### config.mk
export PLATFORM = sky130hd
export DESIGN_NAME = cpu_ctrl_fsm
export DESIGN_NICKNAME = d
export VERILOG_FILES = /design/src/rtl/cpu_ctrl_fsm.sv
export SDC_FILE = /design/constraint.sdc
export NUM_CORES = 1
export LEC_CHECK = 0
export CAP_MARGIN = 20
export CORE_MARGIN = 5
export CORE_UTILIZATION = 37
export DETAILED_ROUTE_END_ITERATION = 10
export PLACE_DENSITY = 0.88
export SLEW_MARGIN = 20
export SYNTH_ARGS = -nofsm -noshare
export SYNTH_HDL_FRONTEND = slang
export SYNTH_SLANG_ARGS = --single-unit
### constraint.sdc
create_clock -name clk -period 2.35 [get_ports clk]
set_input_delay 0.47 -clock clk [delete_from_list [all_inputs] [get_ports clk]]
set_output_delay 0.47 -clock clk [all_outputs]
set_load 0.05 [all_outputs]
### src/rtl/cpu_ctrl_fsm.sv
// cpu_ctrl_fsm: multi-cycle control unit for the micro-riscv core.
// Sequences FETCH -> DECODE -> EXEC -> (MEM) -> WB over a shared datapath and
// decodes the latched instruction into ALU op, immediate format and mux selects.
// Illegal encodings (and memory timeouts when MEM_WAIT_MAX > 0) park in TRAP;
// SYSTEM parks in HALT. Both are left only through reset.
// Optional build macro: CPU_CTRL_PERF_CNT_EN adds cycle_cnt / instret_cnt outputs.

package cpu_ctrl_pkg;
  localparam logic [6:0] OPC_LOAD   = 7'b0000011;
  localparam logic [6:0] OPC_STORE  = 7'b0100011;
  localparam logic [6:0] OPC_BRANCH = 7'b1100011;
  localparam logic [6:0] OPC_JALR   = 7'b1100111;
  localparam logic [6:0] OPC_JAL    = 7'b1101111;
  localparam logic [6:0] OPC_IMM    = 7'b0010011;
  localparam logic [6:0] OPC_ALSU   = 7'b0110011;
  localparam logic [6:0] OPC_LUI    = 7'b0110111;
  localparam logic [6:0] OPC_AUIPC  = 7'b0010111;
  localparam logic [6:0] OPC_SYSTEM = 7'b1110011;

  localparam logic [2:0] F3_ADD  = 3'b000;
  localparam logic [2:0] F3_SLL  = 3'b001;
  localparam logic [2:0] F3_XOR  = 3'b100;
  localparam logic [2:0] F3_SR   = 3'b101;
  localparam logic [2:0] F3_OR   = 3'b110;
  localparam logic [2:0] F3_AND  = 3'b111;
  localparam logic [2:0] F3_BEQ  = 3'b000;
  localparam logic [2:0] F3_BNE  = 3'b001;
  localparam logic [2:0] F3_BLT  = 3'b100;
  localparam logic [2:0] F3_BGE  = 3'b101;
  localparam logic [2:0] F3_LW   = 3'b010;
  localparam logic [2:0] F3_JALR = 3'b000;

  typedef enum logic [2:0] {
    IMM_I  = 3'd0,
    IMM_S  = 3'd1,
    IMM_SB = 3'd2,
    IMM_U  = 3'd3,
    IMM_UJ = 3'd4
  } imm_t;

  typedef enum logic [3:0] {
    ALU_ADD = 4'd0,
    ALU_SUB = 4'd1,
    ALU_SLL = 4'd2,
    ALU_SRL = 4'd3,
    ALU_SRA = 4'd4,
    ALU_OR  = 4'd5,
    ALU_AND = 4'd6,
    ALU_XOR = 4'd7,
    ALU_EQ  = 4'd8,
    ALU_NE  = 4'd9,
    ALU_LTS = 4'd10,
    ALU_GES = 4'd11
  } alu_op_t;
endpackage

module cpu_ctrl_fsm
  import cpu_ctrl_pkg::*;
#(
  parameter int unsigned MEM_WAIT_MAX = 0
) (
  input  logic        clk,
  input  logic        rst_n,
  input  logic [31:0] instr,
  input  logic        mem_ready,
  input  logic        cmp_true,
  output logic        mem_req,
  output logic        mem_we,
  output logic        mem_addr_sel,
  output logic        ir_we,
  output logic        pc_we,
  output logic [1:0]  pc_sel,
  output logic        rf_we,
  output logic [1:0]  wb_sel,
  output logic [2:0]  imm_sel,
  output logic [3:0]  alu_op,
  output logic        alu_a_sel,
  output logic        alu_b_sel,
  output logic        illegal,
  output logic        halted
`ifdef CPU_CTRL_PERF_CNT_EN
  ,
  output logic [31:0] cycle_cnt,
  output logic [31:0] instret_cnt
`endif
);

  // ST_RST is the post-reset idle cycle: the first edge with rst_n high moves to FETCH.
  typedef enum logic [2:0] {
    ST_RST, ST_FETCH, ST_DECODE, ST_EXEC, ST_MEM, ST_WB, ST_TRAP, ST_HALT
  } state_t;

  typedef enum logic [3:0] {
    K_ALSU, K_IMM, K_LOAD, K_STORE, K_BRANCH, K_JAL, K_JALR, K_LUI, K_AUIPC,
    K_SYSTEM, K_BAD
  } kind_t;

  state_t      state_q, state_d;
  logic [15:0] wait_q, wait_d;
  logic [15:0] wait_next_s;
  logic        wait_hit_s;

  kind_t       dec_kind_s;
  imm_t        dec_imm_s;
  alu_op_t     dec_alu_s;
  logic        dec_a_pc_s;
  logic        dec_b_imm_s;
  logic        rd_nz_s;
  logic        unused_instr_s;

  // Shared funct3 -> ALU op map for register and immediate arithmetic.
  // Returns {legal, op}; use_sub enables the instr[30] ADD/SUB choice.
  function automatic logic [4:0] arith_op(input logic [2:0] f3, input logic alt,
                                          input logic use_sub);
    logic [4:0] r;
    r = {1'b0, ALU_ADD};
    case (f3)
      F3_ADD:  r = {1'b1, ((use_sub && alt) ? ALU_SUB : ALU_ADD)};
      F3_SLL:  r = {1'b1, ALU_SLL};
      F3_SR:   r = {1'b1, (alt ? ALU_SRA : ALU_SRL)};
      F3_OR:   r = {1'b1, ALU_OR};
      F3_AND:  r = {1'b1, ALU_AND};
      F3_XOR:  r = {1'b1, ALU_XOR};
      default: r = {1'b0, ALU_ADD};
    endcase
    return r;
  endfunction

  assign rd_nz_s        = (instr[11:7] != 5'd0);
  assign unused_instr_s = ^{instr[31], instr[29:15]};

  // Stall counter saturates so a huge MEM_WAIT_MAX can never wrap back to zero.
  assign wait_next_s = (wait_q == 16'hFFFF) ? wait_q : (wait_q + 16'd1);
  assign wait_hit_s  = (MEM_WAIT_MAX != 32'd0) &&
                       (({16'd0, wait_q} + 32'd1) >= MEM_WAIT_MAX);

  // Instruction decode: classify opcode, pick immediate format and ALU controls.
  always_comb begin
    logic [4:0] ar;
    ar          = 5'd0;
    dec_kind_s  = K_BAD;
    dec_imm_s   = IMM_I;
    dec_alu_s   = ALU_ADD;
    dec_a_pc_s  = 1'b0;
    dec_b_imm_s = 1'b0;
    case (instr[6:0])
      OPC_ALSU: begin
        ar         = arith_op(instr[14:12], instr[30], 1'b1);
        dec_alu_s  = alu_op_t'(ar[3:0]);
        dec_kind_s = ar[4] ? K_ALSU : K_BAD;
      end
      OPC_IMM: begin
        ar          = arith_op(instr[14:12], instr[30], 1'b0);
        dec_alu_s   = alu_op_t'(ar[3:0]);
        dec_b_imm_s = 1'b1;
        dec_kind_s  = ar[4] ? K_IMM : K_BAD;
      end
      OPC_LOAD: begin
        dec_b_imm_s = 1'b1;
        dec_kind_s  = (instr[14:12] == F3_LW) ? K_LOAD : K_BAD;
      end
      OPC_STORE: begin
        dec_imm_s   = IMM_S;
        dec_b_imm_s = 1'b1;
        dec_kind_s  = (instr[14:12] == F3_LW) ? K_STORE : K_BAD;
      end
      OPC_BRANCH: begin
        dec_imm_s  = IMM_SB;
        dec_kind_s = K_BRANCH;
        case (instr[14:12])
          F3_BEQ:  dec_alu_s = ALU_EQ;
          F3_BNE:  dec_alu_s = ALU_NE;
          F3_BLT:  dec_alu_s = ALU_LTS;
          F3_BGE:  dec_alu_s = ALU_GES;
          default: dec_kind_s = K_BAD;
        endcase
      end
      OPC_JAL: begin
        dec_imm_s  = IMM_UJ;
        dec_kind_s = K_JAL;
      end
      OPC_JALR: begin
        dec_b_imm_s = 1'b1;
        dec_kind_s  = (instr[14:12] == F3_JALR) ? K_JALR : K_BAD;
      end
      OPC_LUI: begin
        dec_imm_s  = IMM_U;
        dec_kind_s = K_LUI;
      end
      OPC_AUIPC: begin
        dec_imm_s   = IMM_U;
        dec_a_pc_s  = 1'b1;
        dec_b_imm_s = 1'b1;
        dec_kind_s  = K_AUIPC;
      end
      OPC_SYSTEM: dec_kind_s = K_SYSTEM;
      default:    dec_kind_s = K_BAD;
    endcase
  end

  // State register and memory-stall counter.
  always_ff @(posedge clk) begin
    if (!rst_n) begin
      state_q <= ST_RST;
      wait_q  <= 16'd0;
    end else begin
      state_q <= state_d;
      wait_q  <= wait_d;
    end
  end

  // Next-state and control strobes; everything is held at 0 while rst_n is low.
  always_comb begin
    state_d      = state_q;
    wait_d       = 16'd0;
    mem_req      = 1'b0;
    mem_we       = 1'b0;
    mem_addr_sel = 1'b0;
    ir_we        = 1'b0;
    pc_we        = 1'b0;
    pc_sel       = 2'd0;
    rf_we        = 1'b0;
    wb_sel       = 2'd0;
    imm_sel      = 3'd0;
    alu_op       = 4'd0;
    alu_a_sel    = 1'b0;
    alu_b_sel    = 1'b0;
    illegal      = 1'b0;
    halted       = 1'b0;
    if (!rst_n) begin
      state_d = ST_RST;
    end else begin
      // Post-decode states keep ALU inputs stable, including across MEM stalls.
      if (state_q == ST_EXEC || state_q == ST_MEM || state_q == ST_WB) begin
        imm_sel   = dec_imm_s;
        alu_op    = dec_alu_s;
        alu_a_sel = dec_a_pc_s;
        alu_b_sel = dec_b_imm_s;
      end else begin
        imm_sel   = 3'd0;
      end
      case (state_q)
        ST_RST: state_d = ST_FETCH;
        ST_FETCH: begin
          mem_req = 1'b1;
          if (mem_ready) begin
            ir_we   = 1'b1;
            state_d = ST_DECODE;
          end else if (wait_hit_s) begin
            state_d = ST_TRAP;
          end else begin
            wait_d  = wait_next_s;
          end
        end
        ST_DECODE: begin
          imm_sel = dec_imm_s;
          if (dec_kind_s == K_BAD) begin
            state_d = ST_TRAP;
          end else if (dec_kind_s == K_SYSTEM) begin
            state_d = ST_HALT;
          end else begin
            state_d = ST_EXEC;
          end
        end
        ST_EXEC: begin
          case (dec_kind_s)
            K_LOAD, K_STORE: state_d = ST_MEM;
            K_BRANCH: begin
              pc_we   = 1'b1;
              pc_sel  = cmp_true ? 2'd2 : 2'd0;
              state_d = ST_FETCH;
            end
            default: state_d = ST_WB;
          endcase
        end
        ST_MEM: begin
          mem_req      = 1'b1;
          mem_addr_sel = 1'b1;
          mem_we       = (dec_kind_s == K_STORE);
          if (mem_ready) begin
            if (dec_kind_s == K_STORE) begin
              pc_we   = 1'b1;
              state_d = ST_FETCH;
            end else begin
              state_d = ST_WB;
            end
          end else if (wait_hit_s) begin
            state_d = ST_TRAP;
          end else begin
            wait_d  = wait_next_s;
          end
        end
        ST_WB: begin
          rf_we   = rd_nz_s;
          pc_we   = 1'b1;
          state_d = ST_FETCH;
          case (dec_kind_s)
            K_LOAD:        wb_sel = 2'd1;
            K_JAL, K_JALR: wb_sel = 2'd2;
            K_LUI:         wb_sel = 2'd3;
            default:       wb_sel = 2'd0;
          endcase
          case (dec_kind_s)
            K_JAL:   pc_sel = 2'd2;
            K_JALR:  pc_sel = 2'd1;
            default: pc_sel = 2'd0;
          endcase
        end
        ST_TRAP: illegal = 1'b1;
        ST_HALT: halted  = 1'b1;
        default: state_d = ST_TRAP;
      endcase
    end
  end

`ifdef CPU_CTRL_PERF_CNT_EN
  logic [31:0] cycle_cnt_q;
  logic [31:0] instret_cnt_q;

  // Cycle and retired-instruction counters, wrapping modulo 2^32.
  always_ff @(posedge clk) begin
    if (!rst_n) begin
      cycle_cnt_q   <= 32'd0;
      instret_cnt_q <= 32'd0;
    end else begin
      if (state_q != ST_TRAP && state_q != ST_HALT) begin
        cycle_cnt_q <= cycle_cnt_q + 32'd1;
      end else begin
        cycle_cnt_q <= cycle_cnt_q;
      end
      if (pc_we) begin
        instret_cnt_q <= instret_cnt_q + 32'd1;
      end else begin
        instret_cnt_q <= instret_cnt_q;
      end
    end
  end

  assign cycle_cnt   = cycle_cnt_q;
  assign instret_cnt = instret_cnt_q;
`endif

endmodule

[After elaboration in Yosys (flattened, before gate mapping)]
Index checks and enable logic that the tools add are counted.
Word-level totals
  word-level logic and storage cells: 110
  input bits: 36
  register bits after elaboration: 3
Operators by class
  reduce and logical (&&, ||, !) cells: 14
  eq/ne operators: 33
  mux-type cells: 62
Operators by type and width (number)
  5-bit one-hot mux with 6 select lines: 2
  4-bit one-hot mux with 10 select lines: 1
  4-bit two-way mux: 8
  7-bit == test, second input constant: 4
  3-bit two-way mux: 9
  1-bit two-way mux: 26
  3-bit == test, second input constant: 8
  7-bit by 6-bit == test with 1-bit output, second input constant: 3
  4-bit by 3-bit == test with 1-bit output, second input constant: 4
  4-bit one-hot mux with 4 select lines: 1
  3-bit one-hot mux with 5 select lines: 1
  7-bit by 5-bit == test with 1-bit output, second input constant: 2
  3-bit one-hot mux with 4 select lines: 1
  4-bit one-hot mux with 3 select lines: 1
  2-bit two-way mux: 5
  5-bit two-way mux: 2
  5-bit nonzero test: 2
  2-bit OR reduction: 5
  3-bit by 2-bit == test with 1-bit output, second input constant: 3
  4-bit by 2-bit == test with 1-bit output, second input constant: 2
  4-bit == test, second input constant: 2
  2-bit one-hot mux with 2 select lines: 2
  7-bit by 2-bit == test with 1-bit output, second input constant: 1
  3-bit by 1-bit == test with 1-bit output, second input constant: 2
  other kinds (9): 12

[Logic depth before layout (Yosys ltp)]
Gate-level depths: netlist (run 1).
  word-level depth: 10
  depth in mapped cells: 7
  depth with buffers taken out: 6

[Worst setup path after synthesis (run 1)]
Ideal clock, no wire load.
  path type: input to output
  start point: input port instr[3]
  end point: output port alu_op[1]
  stages on the path: 6
  required time: 1.880 ns
  path buffers: 1
  path slack: -0.617 ns
  data arrival time: 2.497 ns
  cells stage by stage: buf_2 -> and4bb_1 -> nand2_1 -> o22ai_1 -> o21ai_0 -> a211oi_1
Between the ends
  word-level cells in the longest chain between the ends: 4
RTL lines
  start: declaration: RTL line 64  | input logic [31:0] instr,
  7-bit == test, or another cell as far along: RTL line 146  | case (instr[6:0])
  4-bit one-hot mux with 3 select lines (*): RTL line 146
  4-bit two-way mux (*): RTL line 234  | if (state_q == ST_EXEC || state_q == ST_MEM || state_q == ST_WB) begin
  4-bit two-way mux (*): RTL line 230  | if (!rst_n) begin
  end: declaration: RTL line 76  | output logic [3:0] alu_op,
Every way passes the cells marked *; elsewhere a longest branch is shown, timed or not.

[Worst setup path after layout (run 1)]
  start point: input port instr[12]
  end point: output port wb_sel[0]
Between the ends
  word-level cells in the longest chain between the ends: 10
RTL lines
  3-bit == test, or another cell as far along: RTL line 117, 170
  5-bit one-hot mux with 6 select lines: RTL line 117  | case (f3)
  5-bit two-way mux: RTL line 146
  4-bit two-way mux, on equally long branches: RTL line 156, 150
  4-bit one-hot mux with 10 select lines (*): RTL line 146
  4-bit by 3-bit == test with 1-bit output: RTL line 297  | case (dec_kind_s)
  2-bit OR reduction: RTL line 297
  2-bit one-hot mux with 3 select lines (*): RTL line 297
  2-bit two-way mux (*): RTL line 242  | case (state_q)
  2-bit two-way mux (*): RTL line 230
  end: declaration: RTL line 74  | output logic [1:0] wb_sel,
Every way passes the cells marked *; elsewhere a longest branch is shown, timed or not. The select of a mux whose other input is x is not followed.

==> qor.yml, run 1 <==
outcome:
  status: "finished, violations left"
  failed_checks: "negative setup slack"
floorplanning:
  dieArea_mm2: 0.00357
  die_x_um: 59.8
  io_pins: 57
  start_util_pct: 37.7
  die_y_um: 59.8
  num_rows: 18
  design.core.area_mm2: 0.00243
logic_synthesis:
  synth_edf_count: 0
  syn-cell-area_um2: 917
  synth_seq_cells: 3
  synthTopCellsByArea: "nor2_1, a21oi_1, dfxtp_1, nand2_1, nand2b_1"
  avgSynthCellArea_um2: 6.37
  ys_warn_count: 0
  synth_seq_area_share_pct: 6.55
  synth-main-ff-cell: "dfxtp_1"
  ys_async_sr_fraction_pct: 0
  synth.largest_area_cell: "nor2_1"
  synth_nets: 180
  syn_inst: 144
  yosysTopAreaCellShare_pct: 8.19
  ys_types: 51
final_layout:
  largest_register_ffs: 3
  regMostFlops: "state_q"
  area_growth_pct: 140
  final_area_mm2: 0.00220
  stdcell_count: 264
  final_common_cell: "buf_4"
  diodes: 0
  drive_gt1_share_pct: 55.1
  layout_common_cells: "buf_4, buf_12, nor2_1"
  layout.nets: 271
  top_regs: "state_q (3)"
worst_setup_path:
  path_cells: "buf_6 -> nor3b_4 -> inv_1 -> a32oi_1 -> nor2_1 -> a2111o_1 -> o41ai_4 -> buf_12"
  critPathKind: "primary input to output pin"
  critPathMaxFanout: 2
  ff2ff_path_depth: 5
  crit_slowest_cell: "a2111o_1"
  worstPathRequired_ps: 1880
  crit_buf_inv: 3
  start_kind: "primary input"
  path_depth: 8
  worst_setup_path_end_kind: "output pin"
  cpLargestDelayFamily: "compound AO/OA/AOI/OAI gates"
  crit_path_max_incr_delay_ps: 440
  critical_path_arrival_ps: 2080
clocking:
  cts_hold_buf: 0
  htree_levels: 1
  clockRootBuffer: "clkbuf_4"
  clk_latency_ps: 240
  cts_buffers: 3
  clockBufferDepth: 2
  clk_pin_slew_worst_paths_ps: 40
  cts_tree: "built"
  clkSinkCount: 3
placement:
  dpl_cell_area_mm2: 0.00188
  portBuffers: 40
  hpwlAfterDp_um: 3260
  gp_congestion: 0.947
  pre_cts_ws_ps: -737
  place_inst: 247
power:
  netSwitchingPower_w: 0.000361
  p_int_w: 0.000368
  power_frac_comb_pct: 70.6
  clkPwrFrac_pct: 13.4
  total_leakage_power_nw: 0.902
  p_seq_share_pct: 16.0
  total_power_w: 0.000728
  power_density_mw_per_mm2: 331
  switching_share_pct: 49.5
  peakVddDrop_mv: 0.667
detailed_routing:
  routedWlPerCell_um: 21.9
  drc_errors: 0
  first_pass_iters: 5
  drt_first_iter_violations: 131
  wirelength_um: 5780
  vias_per_cell: 6.50
  routed-via-count: 1717
  postRouteAntennaNets: 0
global_route:
  grt_first_pass_wirelength_um: 7570
  grt_max_degree: 11
  grt_pass1_vias: 1668
  antenna_found_initial: 0
  grt-ovfl-total: 0
  grt_use_total_pct: 27.6
sta:
  setup_viol: 5
  maxSlewViolCount: 0
  rsz0062_at_grt: "yes"
  max-slew-margin-rel_pct: 68.0
  fmaxAchievable_ghz: 0.392
  clock_skew_ps: 3.26
  hold_viol: 0
  period_share_pct: 109
  period_needed_ps: 2550
  fin_ws_ps: -201
  tightest_slew_ps: 474
worst_hold_path:
  hp-class: "flop to flop"
  holdPathStages: 2
run:
  maxCapViolCount: 0
-- area by class of cell --
| cell class | count | area, um2 |
|---|---|---|
| timing repair buffer | 97 | 1090 |
| inverter | 7 | 30.0 |
| fill | 97 | 233 |
| tap | 30 | 37.5 |
| multi-input combinational | 123 | 948 |
| clock buffer | 4 | 26.3 |
| sequential | 3 | 62.6 |
-- final timing paths --
check | slack, ps | end | startpoint
min | 670 | state_q[1] | state_q[1]
max reg2reg | 940 | state_q[0] | state_q[0]
max | -200 | wb_sel[0] | instr[12]
min reg2reg | 670 | state_q[1] | state_q[1]
-- logic make-up after synthesis --
group                     Yosys count  share of synthesized area [%]
buffers and inverters              18                           9.96
and+or+nand+nor                    74                           46.5
AOI/OAI and AO/OA                  46                           34.0
DFF                                 3                           6.55
xor gates and xnor gates            2                           1.91
muxes                               1                           1.09
-- tightest hold or removal path, cell delays in order (launching register included) --
cell and delay (ps):
dfxtp_2 380, a21oi_1 170, nor2b_1 70
-- timing repair --
action | 4_1_cts | 5_1_grt
buffers inserted | 9 | 4
gates resized for setup | 66 | 38
pin swaps | 18 | 16
endpoints found under the setup margin | 16 | 13
-- through the flow --
stage / hold WS [ps] / util [%] / TNS, ps
finish: 666 / 90.4 / -427
global route: 692 / 90.4 / -694
CTS: 702 / 83.4 / -362
detailed placement: 665 / 77.4 / -5380
global placement: 645 / 77.4 / -4260
floorplan: 670 / - / -983
-- per-layer routing --
metal,wire length (um),track usage [%],vias up
li1,-,-,717
met1,2040,29.5,806
met2,2880,50.2,154
met3,489,3.46,40
met4,375,17.7,0
met5,0,0,-
-- synth_stat cells, types with 2 or more instances --
master and number:
dfxtp_1 3, o21ai_1 2, nand3b_1 3, a31oi_1 2, nand2b_1 7, and2_1 5, nand3_1 5, nand2_1 12
a32oi_1 3, clkbuf_1 4, inv_1 7, buf_2 4, nor2b_1 3, o21ai_0 7, a21oi_1 13, o22ai_1 3
buf_6 2, a211oi_1 4, nor3_1 4, nor2_1 20
-- power by group through the flow --
stage | Combinational [W] | Sequential (W) | Clock (W)
final | 0.000514 | 0.000117 | 0.0000974
after global routing | 0.000538 | 0.000115 | 0.000102
after CTS | 0.000450 | 0.000104 | 0.0000950
after detailed placement | 0.000425 | 0.000104 | 0
after global placement | 0.000407 | 0.000102 | 0
after floorplan | 0.000265 | 0.0000716 | 0
No activity file was read; power rests on OpenSTA's default activity.
==> inputs of run 2 (changes only) <==
Settings changed: SKIP_LAST_GASP set to 1.
==> run 2 against run 1 <==
The flow still finishes with violations (negative setup slack). Final cell count did not move. Die area did not move. Critical path type unchanged. Critical endpoint unchanged. Cell area fell by 0.34%. Wire length rose by 6.7%.
==> qor.yml, run 2 (synthesis results as in run 1) <==
outcome:
  status: "finished, violations left"
  failed_checks: "negative setup slack"
final_layout:
  area_growth_pct: 139
  diodes: 0  # unchanged
  layout.nets: 271  # unchanged
  stdcell_count: 264  # unchanged
  top_regs: "state_q (3)"
  drive_gt1_share_pct: 54.7  # -0.43 points
  regMostFlops: "state_q"
  fillerInstances: 107  # +10%
  final_common_cell: "buf_4"
  layout_common_cells: "buf_4, buf_12, nor2_1"
  largest_register_ffs: 3  # unchanged
  final_util_pct: 90.1  # -0.31 points
sta:
  maxSlewViolCount: 0  # unchanged
  period_share_pct: 112  # +3.0 points
  clock_skew_ps: 8.32  # +5.06 ps
  fin_ws_ps: -272  # -70.2 ps
  hold_viol: 0  # unchanged
  period_needed_ps: 2620  # +70.2 ps
  setup_viol: 6  # +1
  tightest_slew_ps: 512  # +37.5 ps
  rsz0062_at_grt: "yes"
  max-slew-margin-rel_pct: 65.5  # -2.5 points
  whs_ps: 678  # +12.2 ps
  fmaxAchievable_ghz: 0.381  # -2.7%
floorplanning:
  design.core.area_mm2: 0.00243  # unchanged
  num_rows: 18  # unchanged
  die_x_um: 59.8  # unchanged
  dieArea_mm2: 0.00357  # unchanged
  die_y_um: 59.8  # unchanged
  start_util_pct: 37.7  # unchanged
  io_pins: 57  # unchanged
worst_setup_path:
  reg2reg_slack_ps: 690  # -250 ps
  critPathMaxFanout: 6  # +4
  start_kind: "primary input"
  critical_path_arrival_ps: 2150  # +70 ps
  ff2ff_path_depth: 5  # unchanged
  worst_setup_path_end_kind: "output pin"
  worstPathRequired_ps: 1880  # about the same
  critPathKind: "primary input to output pin"
  r2r_end: "state_q[0]"
  timing.rr.start: "state_q[1]"
global_route:
  grt_max_degree: 11  # unchanged
  grt-ovfl-total: 0  # unchanged
  grt_use_total_pct: 27.6  # unchanged
  grt_first_pass_wirelength_um: 7570  # unchanged
  grt_pass1_vias: 1668  # unchanged
  antenna_found_initial: 0  # unchanged
detailed_routing:
  wirelength_um: 6160  # +6.7%
  vias_per_cell: 6.57  # +1.0%
  routedWlPerCell_um: 23.3  # +6.7%
  routed-via-count: 1735  # +1.0%
  first_pass_iters: 8  # +3
  drc_errors: 0  # unchanged
  postRouteAntennaNets: 0  # unchanged
  drt_first_iter_violations: 146  # +11%
clocking:
  cts_hold_buf: 0  # unchanged
  cts_buffers: 3  # unchanged
  cts_tree: "built"
  clk_pin_slew_worst_paths_ps: 50  # about the same
  clkSinkCount: 3  # unchanged
  clk_latency_ps: 260  # +20 ps
  htree_levels: 1  # unchanged
  clockRootBuffer: "clkbuf_4"
  clockBufferDepth: 2  # unchanged
worst_hold_path:
  holdPathStages: 2  # unchanged
  hold_end: "state_q[1]"
  hold_path.startpoint: "state_q[1]"
  hp-class: "flop to flop"
power:
  total_leakage_power_nw: 0.901  # -0.20%
  peakVddDrop_mv: 0.618  # -7.3%
  power_density_mw_per_mm2: 343  # +3.5%
placement:
  gp_congestion: 0.947  # unchanged
  portBuffers: 40  # unchanged
  hpwlAfterDp_um: 3260  # unchanged
  place_inst: 247  # unchanged
run:
  maxCapViolCount: 0  # unchanged
## run 2: cell counts in the layout (fill, tap and decap cells not counted)
No cell type changed its count.
## run 2: report_power, final
group          internal, W  switching (W)  total [W]
Clock            0.0000645      0.0000394   0.000104
Combinational     0.000233       0.000299   0.000532
Sequential       0.0000707      0.0000446   0.000115
## run 2: metrics by stage
step | instance area, um2 | setup TNS (ps) | worst slack (ps) | total power (W)
3_5_place_dp | 1880 | -5380 | -737 | 0.000530
4_1_cts | 2030 | -362 | -214 | 0.000649
2_1_floorplan | 968 | -983 | -321 | 0.000337
6_report | 2190 | -625 | -272 | 0.000751
5_1_grt | 2190 | -935 | -321 | 0.000774
3_3_place_gp | 1880 | -4260 | -529 | 0.000509
## run 2: layout make-up
cell class | instances | area (um2) | area share [%]
Tap cell | 30 | 37.5 | 1.71
Sequential cell | 3 | 62.6 | 2.85
Inverter | 7 | 30.0 | 1.37
Clock buffer | 4 | 26.3 | 1.20
Timing Repair Buffer | 97 | 1090 | 49.8
Multi-Input combinational cell | 123 | 945 | 43.1
## run 2: layer usage
| metal | track usage [%] | vias up | wire, um |
|---|---|---|---|
| met5 | 0 | - | 0 |
| met1 | 29.5 | 806 | 2160 |
| met2 | 50.2 | 162 | 2970 |
| li1 | - | 711 | - |
| met4 | 17.7 | 0 | 488 |
| met3 | 3.46 | 56 | 546 |
## run 2: how the worst max path moves through the flow
stage                     startpoint         to  slack (ps)  cells after the start
after floorplan             instr[3]  wb_sel[0]        -320                      7
after global placement      instr[6]  wb_sel[0]        -530                      8
after detailed placement    instr[6]  wb_sel[0]        -740                      8
after CTS                   instr[6]  wb_sel[0]        -210                      9
after global routing        instr[4]  wb_sel[0]        -320                      9
final                       instr[4]  wb_sel[0]        -270                      9
## run 2: repair_timing
item | 4_1_cts | 5_1_grt
buffers inserted | 9 | 4
pin swaps | 18 | 16
resized for setup | 66 | 36
setup endpoints to repair | 16 | 13
## run 2: critical path: stages
cell and delay, ps:
buf_8 110, buf_6 120, o211ai_1 220, o21ai_1 150, nand2b_1 140, a21oi_2 70, a2111o_1 400, o41ai_4 290
buf_12 180
==> inputs of run 3 (changes only) <==
Settings changed: CTS_CLUSTER_SIZE set to 8.
==> results of run 3 <==
Final layout, timing and power as in run 2 (identical DEF).
